==> src/rtl/seq_divmod_select.sv <==
// ---------------------------------------------------------------------------
// seq_divmod_select
//
// Multicycle signed divide / modulo / select datapath.
//   e = a / b, g = a % b, f = c / d   (two radix-2 restoring dividers)
//   z = (g == zero) ? e : f           (registered)
// One operation is in flight at a time; the dividers share one controller.
//
// Handshake: a transfer happens on a rising edge where valid && ready are
// both 1. in_ready is high only in IDLE; out_valid stays high, with z held
// stable, until out_ready is seen; there is no same-cycle turnaround.
//
// Optional build macro: SEQ_DIVMOD_DZ_FLAG_EN adds output dz, which flags
// that the divisor feeding the selected result was zero.
//
// Ports:
//   clk        clock, all state updates on the rising edge
//   rst        synchronous active-high reset
//   in_valid   operand set a, b, c, d, zero is valid
//   in_ready   block can accept an operand set
//   a, b       signed dividend / divisor for e and g
//   c, d       signed dividend / divisor for f
//   zero       signed compare value for g
//   out_valid  z holds a completed result
//   out_ready  consumer accepts z
//   z          registered signed result
//   dz         (SEQ_DIVMOD_DZ_FLAG_EN only) selected divisor was zero
// ---------------------------------------------------------------------------
module seq_divmod_select #(
    parameter int DATAWIDTH = 64
) (
    input  logic                 clk,
    input  logic                 rst,
    input  logic                 in_valid,
    output logic                 in_ready,
    input  logic [DATAWIDTH-1:0] a,
    input  logic [DATAWIDTH-1:0] b,
    input  logic [DATAWIDTH-1:0] c,
    input  logic [DATAWIDTH-1:0] d,
    input  logic [DATAWIDTH-1:0] zero,
    output logic                 out_valid,
    input  logic                 out_ready,
    output logic [DATAWIDTH-1:0] z
`ifdef SEQ_DIVMOD_DZ_FLAG_EN
    ,
    output logic                 dz
`endif
);

    localparam int W  = DATAWIDTH;
    localparam int CW = $clog2(DATAWIDTH) + 1;

    typedef enum logic [1:0] {IDLE, RUN, FIN, DONE} state_t;

    state_t        state;
    logic [CW-1:0] cnt;

    // Divisor magnitudes are kept W+1 bits wide so |most-negative| is exact.
    logic [W:0]    abs_b, abs_d;
    // Quotient registers start as the dividend magnitude and shift left;
    // a W-bit unsigned field already holds |most-negative| = 2^(W-1).
    logic [W-1:0]  q_a, q_c;
    // Partial remainders always stay below the divisor, so W bits suffice.
    logic [W-1:0]  r_a, r_c;
    logic          sa, sb, sc, sd;
    logic [W-1:0]  a_r, zero_r;

    function automatic logic [W-1:0] mag(input logic [W-1:0] x);
        return x[W-1] ? (~x + 1'b1) : x;
    endfunction

    // One restoring step for each divider.
    logic [W:0] trial_a, trial_c;
    logic       ge_a, ge_c;

    assign trial_a = {r_a, q_a[W-1]};
    assign trial_c = {r_c, q_c[W-1]};
    assign ge_a    = (trial_a >= abs_b);
    assign ge_c    = (trial_c >= abs_d);

    // Sign fix-up and divide-by-zero overrides, used in FIN.
    logic          b_is_zero, d_is_zero, sel_e;
    logic [W-1:0]  e_val, f_val, g_val;

    always_comb begin
        b_is_zero = (abs_b == '0);
        d_is_zero = (abs_d == '0);
        e_val     = (sa ^ sb) ? (~q_a + 1'b1) : q_a;
        g_val     = sa ? (~r_a + 1'b1) : r_a;
        f_val     = (sc ^ sd) ? (~q_c + 1'b1) : q_c;
        if (b_is_zero) begin
            e_val = '1;
            g_val = a_r;
        end
        if (d_is_zero) begin
            f_val = '1;
        end
        sel_e = (g_val == zero_r);
    end

    assign in_ready = (state == IDLE);

    always_ff @(posedge clk) begin
        if (rst) begin
            state     <= IDLE;
            cnt       <= '0;
            abs_b     <= '0;
            abs_d     <= '0;
            q_a       <= '0;
            q_c       <= '0;
            r_a       <= '0;
            r_c       <= '0;
            sa        <= 1'b0;
            sb        <= 1'b0;
            sc        <= 1'b0;
            sd        <= 1'b0;
            a_r       <= '0;
            zero_r    <= '0;
            z         <= '0;
            out_valid <= 1'b0;
`ifdef SEQ_DIVMOD_DZ_FLAG_EN
            dz        <= 1'b0;
`endif
        end else begin
            case (state)
                IDLE: begin
                    if (in_valid) begin
                        abs_b  <= {1'b0, mag(b)};
                        abs_d  <= {1'b0, mag(d)};
                        q_a    <= mag(a);
                        q_c    <= mag(c);
                        r_a    <= '0;
                        r_c    <= '0;
                        sa     <= a[W-1];
                        sb     <= b[W-1];
                        sc     <= c[W-1];
                        sd     <= d[W-1];
                        a_r    <= a;
                        zero_r <= zero;
                        cnt    <= '0;
                        state  <= RUN;
                    end
                end
                RUN: begin
                    r_a <= ge_a ? W'(trial_a - abs_b) : trial_a[W-1:0];
                    r_c <= ge_c ? W'(trial_c - abs_d) : trial_c[W-1:0];
                    q_a <= {q_a[W-2:0], ge_a};
                    q_c <= {q_c[W-2:0], ge_c};
                    cnt <= cnt + 1'b1;
                    if (cnt == CW'(W - 1)) begin
                        state <= FIN;
                    end
                end
                FIN: begin
                    z         <= sel_e ? e_val : f_val;
`ifdef SEQ_DIVMOD_DZ_FLAG_EN
                    dz        <= sel_e ? b_is_zero : d_is_zero;
`endif
                    out_valid <= 1'b1;
                    state     <= DONE;
                end
                DONE: begin
                    if (out_ready) begin
                        out_valid <= 1'b0;
                        state     <= IDLE;
                    end
                end
                default: state <= IDLE;
            endcase
        end
    end

endmodule

==> config.mk <==
export PLATFORM = sky130hd
export DESIGN_NAME = seq_divmod_select
export DESIGN_NICKNAME = d
export VERILOG_FILES = /design/src/rtl/seq_divmod_select.sv
export SDC_FILE = /design/constraint.sdc
export NUM_CORES = 2
export LEC_CHECK = 0
export ABC_AREA = 0
export BUFFER_PORTS_ARGS = -buffer_cell sky130_fd_sc_hd__clkbuf_2
export CORE_ASPECT_RATIO = 1.4
export CORE_MARGIN = 1
export CORE_UTILIZATION = 26
export DETAILED_ROUTE_END_ITERATION = 8
export PLACE_DENSITY = 0.45
export REMOVE_ABC_BUFFERS = 1
export SLEW_MARGIN = 5
export SYNTH_ARGS = -nofsm -noshare
export SYNTH_HDL_FRONTEND = slang
export SYNTH_SLANG_ARGS = --single-unit
export TNS_END_PERCENT = 5
==> constraint.sdc <==
create_clock -name clk -period 5.7 [get_ports clk]
set_input_delay 0.285 -clock clk [delete_from_list [all_inputs] [get_ports clk]]
set_output_delay 0.285 -clock clk [all_outputs]
set_load 0.02 [all_outputs]
## Word level (Yosys, flattened, before mapping)

Cells that the tools add are included.

- Magnitude comparators: 2
- Mux-type cells: 28
- Add/subtract/negate cells: 10
- Reduce and logical (&&, ||, !) cells: 9
- Bitwise operators: 9
- Equal/unequal tests: 8

Operator list:

| kind | count |
|---|---|
| two-way mux 64 bit | 16 |
| one-hot mux 64 bit (2 select lines) | 4 |
| adder 64 x 1 -> 64 bit (second input constant) | 7 |
| NOT 64 bit | 7 |
| >= comparator 65 x 64 -> 1 bit | 2 |
| logical NOT 65 bit | 2 |
| subtractor 64 bit | 2 |
| == test 64 bit | 1 |
| one-hot mux 7 bit (2 select lines) | 1 |
| one-hot mux 2 bit (4 select lines) | 1 |
| adder 7 x 1 -> 7 bit (second input constant) | 1 |
| == test 7 x 6 -> 1 bit (second input constant) | 1 |
| two-way mux 7 bit | 1 |
| two-way mux 2 bit | 3 |
| inequality test 2 bit (second input constant) | 3 |
| AND reduction 2 bit | 3 |
| == test 2 bit (second input constant) | 2 |
| nonzero test 2 bit | 2 |
| AND reduction 3 bit | 1 |
| == test 2 x 1 -> 1 bit (second input constant) | 1 |
| logical NOT 2 bit | 1 |
| one-hot mux 1 bit (2 select lines) | 1 |
| bitwise XOR 1 bit | 2 |
| two-way mux 1 bit | 1 |

- Word-level logic and storage cells: 82
- Input port bits: 324
- Output and inout port bits: 66
- Flip-flop bits (word level): 590

## Longest topological paths before layout

- Word-level depth: 6
- Depth in mapped cells: 18
- Mapped depth without buffers: 16

## Worst setup path after synthesis

No wires, ideal clock.

- Path type: register -> register
- From: register r_a[14]
- To: register z[25]
- Buffers on the path: 6
- Required time: 5583 ps
- Setup slack: 1025 ps
- Setup time: 117 ps
- Clock period less this slack: 4675 ps
- Cell stages (with the launch flop): 19
- Arrival time: 4558 ps
- Cells stage by stage: dfxtp_1 > buf_2 > or4_1 > buf_2 > or4_4 > or3_1 > buf_2 > o21ai_1 > xnor2_1 > a211o_1 > o41a_1 > or4_4 > nor4_4 > and2_1 > buf_2 > buf_6 > buf_6 > a21oi_1 > a22o_1

- Longest elaborated chain between the ends: 6

Ends and longest elaborated chain:

| what | line | text |
|---|---|---|
| start, declared | 64 | `logic [W-1:0] r_a, r_c;` |
| start signal, assigned | 145 | `r_a <= ge_a ? W'(trial_a - abs_b) : trial_a[W-1:0];` |
| NOT 64 bit | 89 | `g_val = sa ? (~r_a + 1'b1) : r_a;` |
| adder 64 x 1 -> 64 bit | 89 |  |
| two-way mux 64 bit * | 89 |  |
| two-way mux 64 bit * | 91 | `if (b_is_zero) begin` |
| == test 64 bit * | 98 | `sel_e = (g_val == zero_r);` |
| two-way mux 64 bit * | 155 | `z <= sel_e ? e_val : f_val;` |
| end signal, assigned | 155 |  |
| end, declared | 43 | `output logic [DATAWIDTH-1:0] z` |

Every way passes the cells marked *; elsewhere a longest branch is shown, timed or not.
A chain may end at the register's enable or synchronous reset.

## Worst setup path after layout

- From: register r_a[0]
- To: register z[63]

The elaborated chain is that of the path after synthesis.

==> flow_summary.ini <==
[place]
portBuffers = 389
dp_hpwl_mm = 137
placed_area_mm2 = 0.0466
dp.cells = 7981
gp_congestion = 0.914

[clock_network]
cts_resized = 0
clk_path_buf_depth = 3
cts_sinks = 589
post-cts-setup-buffers = 0
htree_levels = 3
path_clk_slew_ns = 0.06
cts_buffers = 73
cts.root.buffer_cell = clkbuf_16
clk_latency_ns = 0.69
cts_tree = yes

[sta]
final-hold-violation-count = 0
maxSlewViolCount = 0
grt_setup_unrepaired = no
fin_worst_skew_ns = 0.0186
worstMarginPinSlew_ns = 1.08
fin_crit_sh_pct = 89.6
fin_setup_tns_ns = 0
fin_crit_ns = 5.10
fmax_ghz = 0.196
finalSetupViolCount = 0
slew_headroom_pct = 27.3

[setup_path]
cp.required_ns = 6.28
timing.rr.start = r_a[0]
cpLargestDelayFamily = simple AND/OR/NAND/NOR gates
start_kind = register
critPathMaxStageDelay_ns = 0.49
crit_path_max_fanout = 24
cp-end-kind = register
crit_buf_inv = 3
cp_data_arrival_time_ns = 5.69
r2r-end = z[63]
rrSetupSlack_ns = 0.60
crit_path_top_delay_cell = or4_4
worstRegToRegCells = 16
crit_chain = inv_1, ha_1, or4b_1, or4_4, or3_1, o41ai_1, xor2_1, and3_1, nor4_1, nand4_1, nor4_4, buf_12, and2_2, buf_4, a221oi_1, a21o_1
worstSetupPathType = register to register

[pwr]
combPwrFrac_pct = 47.3
switching_share_pct = 45.8
p_sw_mw = 9.41
total_power_mw = 20.6
seqPwrFrac_pct = 29.7
irDropWorstVdd_uv = 287
internal_power_mw = 11.2
p_leak_nw = 20.4
p_clk_share_pct = 23.0
powerDensity_mw_per_mm2 = 401

[final_layout]
post-route-cell-area_mm2 = 0.0513
nets = 6630
fillers = 17500
layout-drive-gt1-share_pct = 11.4
area_growth_syn_to_layout_pct = 21.6
final_cells = 8389

[synth]
netlist_top_cells_count = nand2_1, dfxtp_1, a21oi_1, o21ai_0, xor2_1
synth_top_family_by_area = compound AO/OA/AOI/OAI gates
synthTopCellsByArea = dfxtp_1, nand2_1, xor2_1
yosys_warnings = 0
yosysMostFrequentCell = nand2_1
ys.flop_type = dfxtp_1
synth_edf_count = 0
synth_top_area_share_pct = 28.0
ys_seq_area_share_pct = 28.0
synthSimpleGateAreaFrac_pct = 22.0
synthMuxAreaShare_pct = 2.47
syn_inst = 5733
synthAdderAreaFrac_pct = 4.25
syn_area_mm2 = 0.0422
synth.largest_area_cell = dfxtp_1
synth-compound-area-share_pct = 25.6
synthArstFlopShare_pct = 0
synth.distinct_cells = 80
synth.ff_latch_count = 589
avgSynthCellArea_um2 = 7.36
yosys.area_share.xor_xnor_pct = 12.4

[floorplan]
fp-row-count = 174
dieArea_mm2 = 0.164
initial_core_util_pct = 26.2
fp.dieW_um = 342
core_mm2 = 0.161
fp.dieH_um = 479
boundaryPins = 390

[grt]
track_usage_pct = 20.7
grt_pass1_vias = 41700
grt_pass1_wl_mm = 262
overflow = 0
grt_max_degree = 152
grt_antenna_before_repair = 50

[routing]
routed_wl_mm = 175
drt-initial-drc-count = 2626
drt-vias-per-instance = 5.08
detailroute.via_count = 42600
wire_per_inst_um = 20.9
drtPass1Iterations = 8
drc = 112
detail-route-antenna-nets = 0

[outcome]
outcome = finished with violations
violations = design-rule violations

[worst_hold_path]
worstHoldEndpoint = abs_b[41]
worstHoldPathCells = 3
hold_path_class = input port to register
hold_start = b[41]

[run]
max_cap_viol_count = 0
## registers in the layout (all words and copies together), names as in the netlist
register / count
r_c: 64
sb: 1
q_a: 64
sd: 1
abs_b: 64
state: 2
q_c: 64
zero_r: 64
r_a: 64
cnt: 7
abs_d: 64
sc: 1
a_r: 63
sa: 1
out_valid: 1
z: 64
## worst min-delay path, stage by stage
cell,delay (ns)
clkbuf_2,0.14
xor2_1,0.17
a211oi_1,0.07
## metal layers
layer | vias up | GRT usage [%] | routed length (um)
met1 | 20000 | 24.9 | 74400
met3 | 224 | 3.31 | 8580
met5 | - | 0 | 164
met4 | 28 | 7.27 | 5880
li1 | 21400 | - | -
met2 | 966 | 36.8 | 85900
## placed cells by master, fill, tap and decap left out, types with 18 or more instances in the layout
cell type,n
o21bai_1,18
nand4_1,49
nand2b_1,48
or4_1,61
a21o_1,97
dlygate4sd3_1,220
clkbuf_2,388
o41ai_1,70
nor2_1,361
clkbuf_1,18
a221oi_1,18
a211oi_1,151
and3_1,36
mux2i_1,76
a21oi_1,512
xnor2_1,208
a31oi_1,40
o211ai_1,47
clkbuf_16,75
xor2_1,387
a22o_1,46
nor3_1,87
nand3_1,86
mux2_2,25
a22oi_1,58
nand3b_1,24
nand2_1,950
buf_4,111
nor4_1,100
o31ai_1,101
inv_1,205
or2_2,22
o21a_1,24
o21ai_0,420
diode_2,60
dfxtp_1,588
ha_1,138
nor2b_1,34
or3_1,73
## worst max-delay path by stage
stage | start | endpoint | depth (start not counted)
global placement | abs_b[58] | z[57] | 15
CTS | abs_b[58] | z[63] | 15
finish | r_a[0] | z[63] | 16
global route | abs_b[58] | z[63] | 15
detailed placement | abs_b[58] | z[63] | 15
floorplan | state[1] | r_a[62] | 7
## timing repair
action,4_1_cts,5_1_grt
setup endpoints to repair,0,0
hold endpoints to repair,220,0
hold buffers,220,0
## stage by stage
step / utilization (%) / hold WS (ns) / setup slack (ns)
final: 31.9 / 0.0396 / 0.595
after global routing: 31.8 / 0.0555 / 0.331
after CTS: 31.8 / 0.000229 / 0.514
after detailed placement: 29.0 / 0.451 / 0.525
after global placement: 29.0 / 0.447 / 0.451
after floorplan: - / 0.354 / -10.01
## final cells by class
class	count	area [um2]	area share [%]
Tap cell	2112	2640	5.15
Multi-Input combinational cell	4560	28300	55.2
Clock buffer	105	2110	4.11
Timing Repair Buffer	734	5270	10.3
Antenna cell	60	150	0.293
Inverter	206	773	1.51
Clock inverter	23	240	0.468
Sequential cell	589	11800	23.0
## cell families (layout without fill, tap and decap cells)
family,count (synthesis),after routing
muxes,101,101
AOI/OAI and AO/OA,1716,1716
other,0,60
xor gates and xnor gates,599,599
buffers and inverters,584,1068
DFF,589,589
adders and majority gates,142,142
and+or+nand+nor,2002,2002
## power groups by stage
| stage | logic (mW) | clock network, mW | registers, mW |
|---|---|---|---|
| final | 9.72 | 4.74 | 6.11 |
| after global routing | 10.7 | 5.03 | 6.23 |
| after CTS | 9.78 | 4.87 | 6.10 |
| after detailed placement | 9.58 | 0 | 6.18 |
| after global placement | 9.61 | 0 | 6.16 |
| after floorplan | 6.67 | 0 | 5.88 |
(Power assumes the default switching activity.)
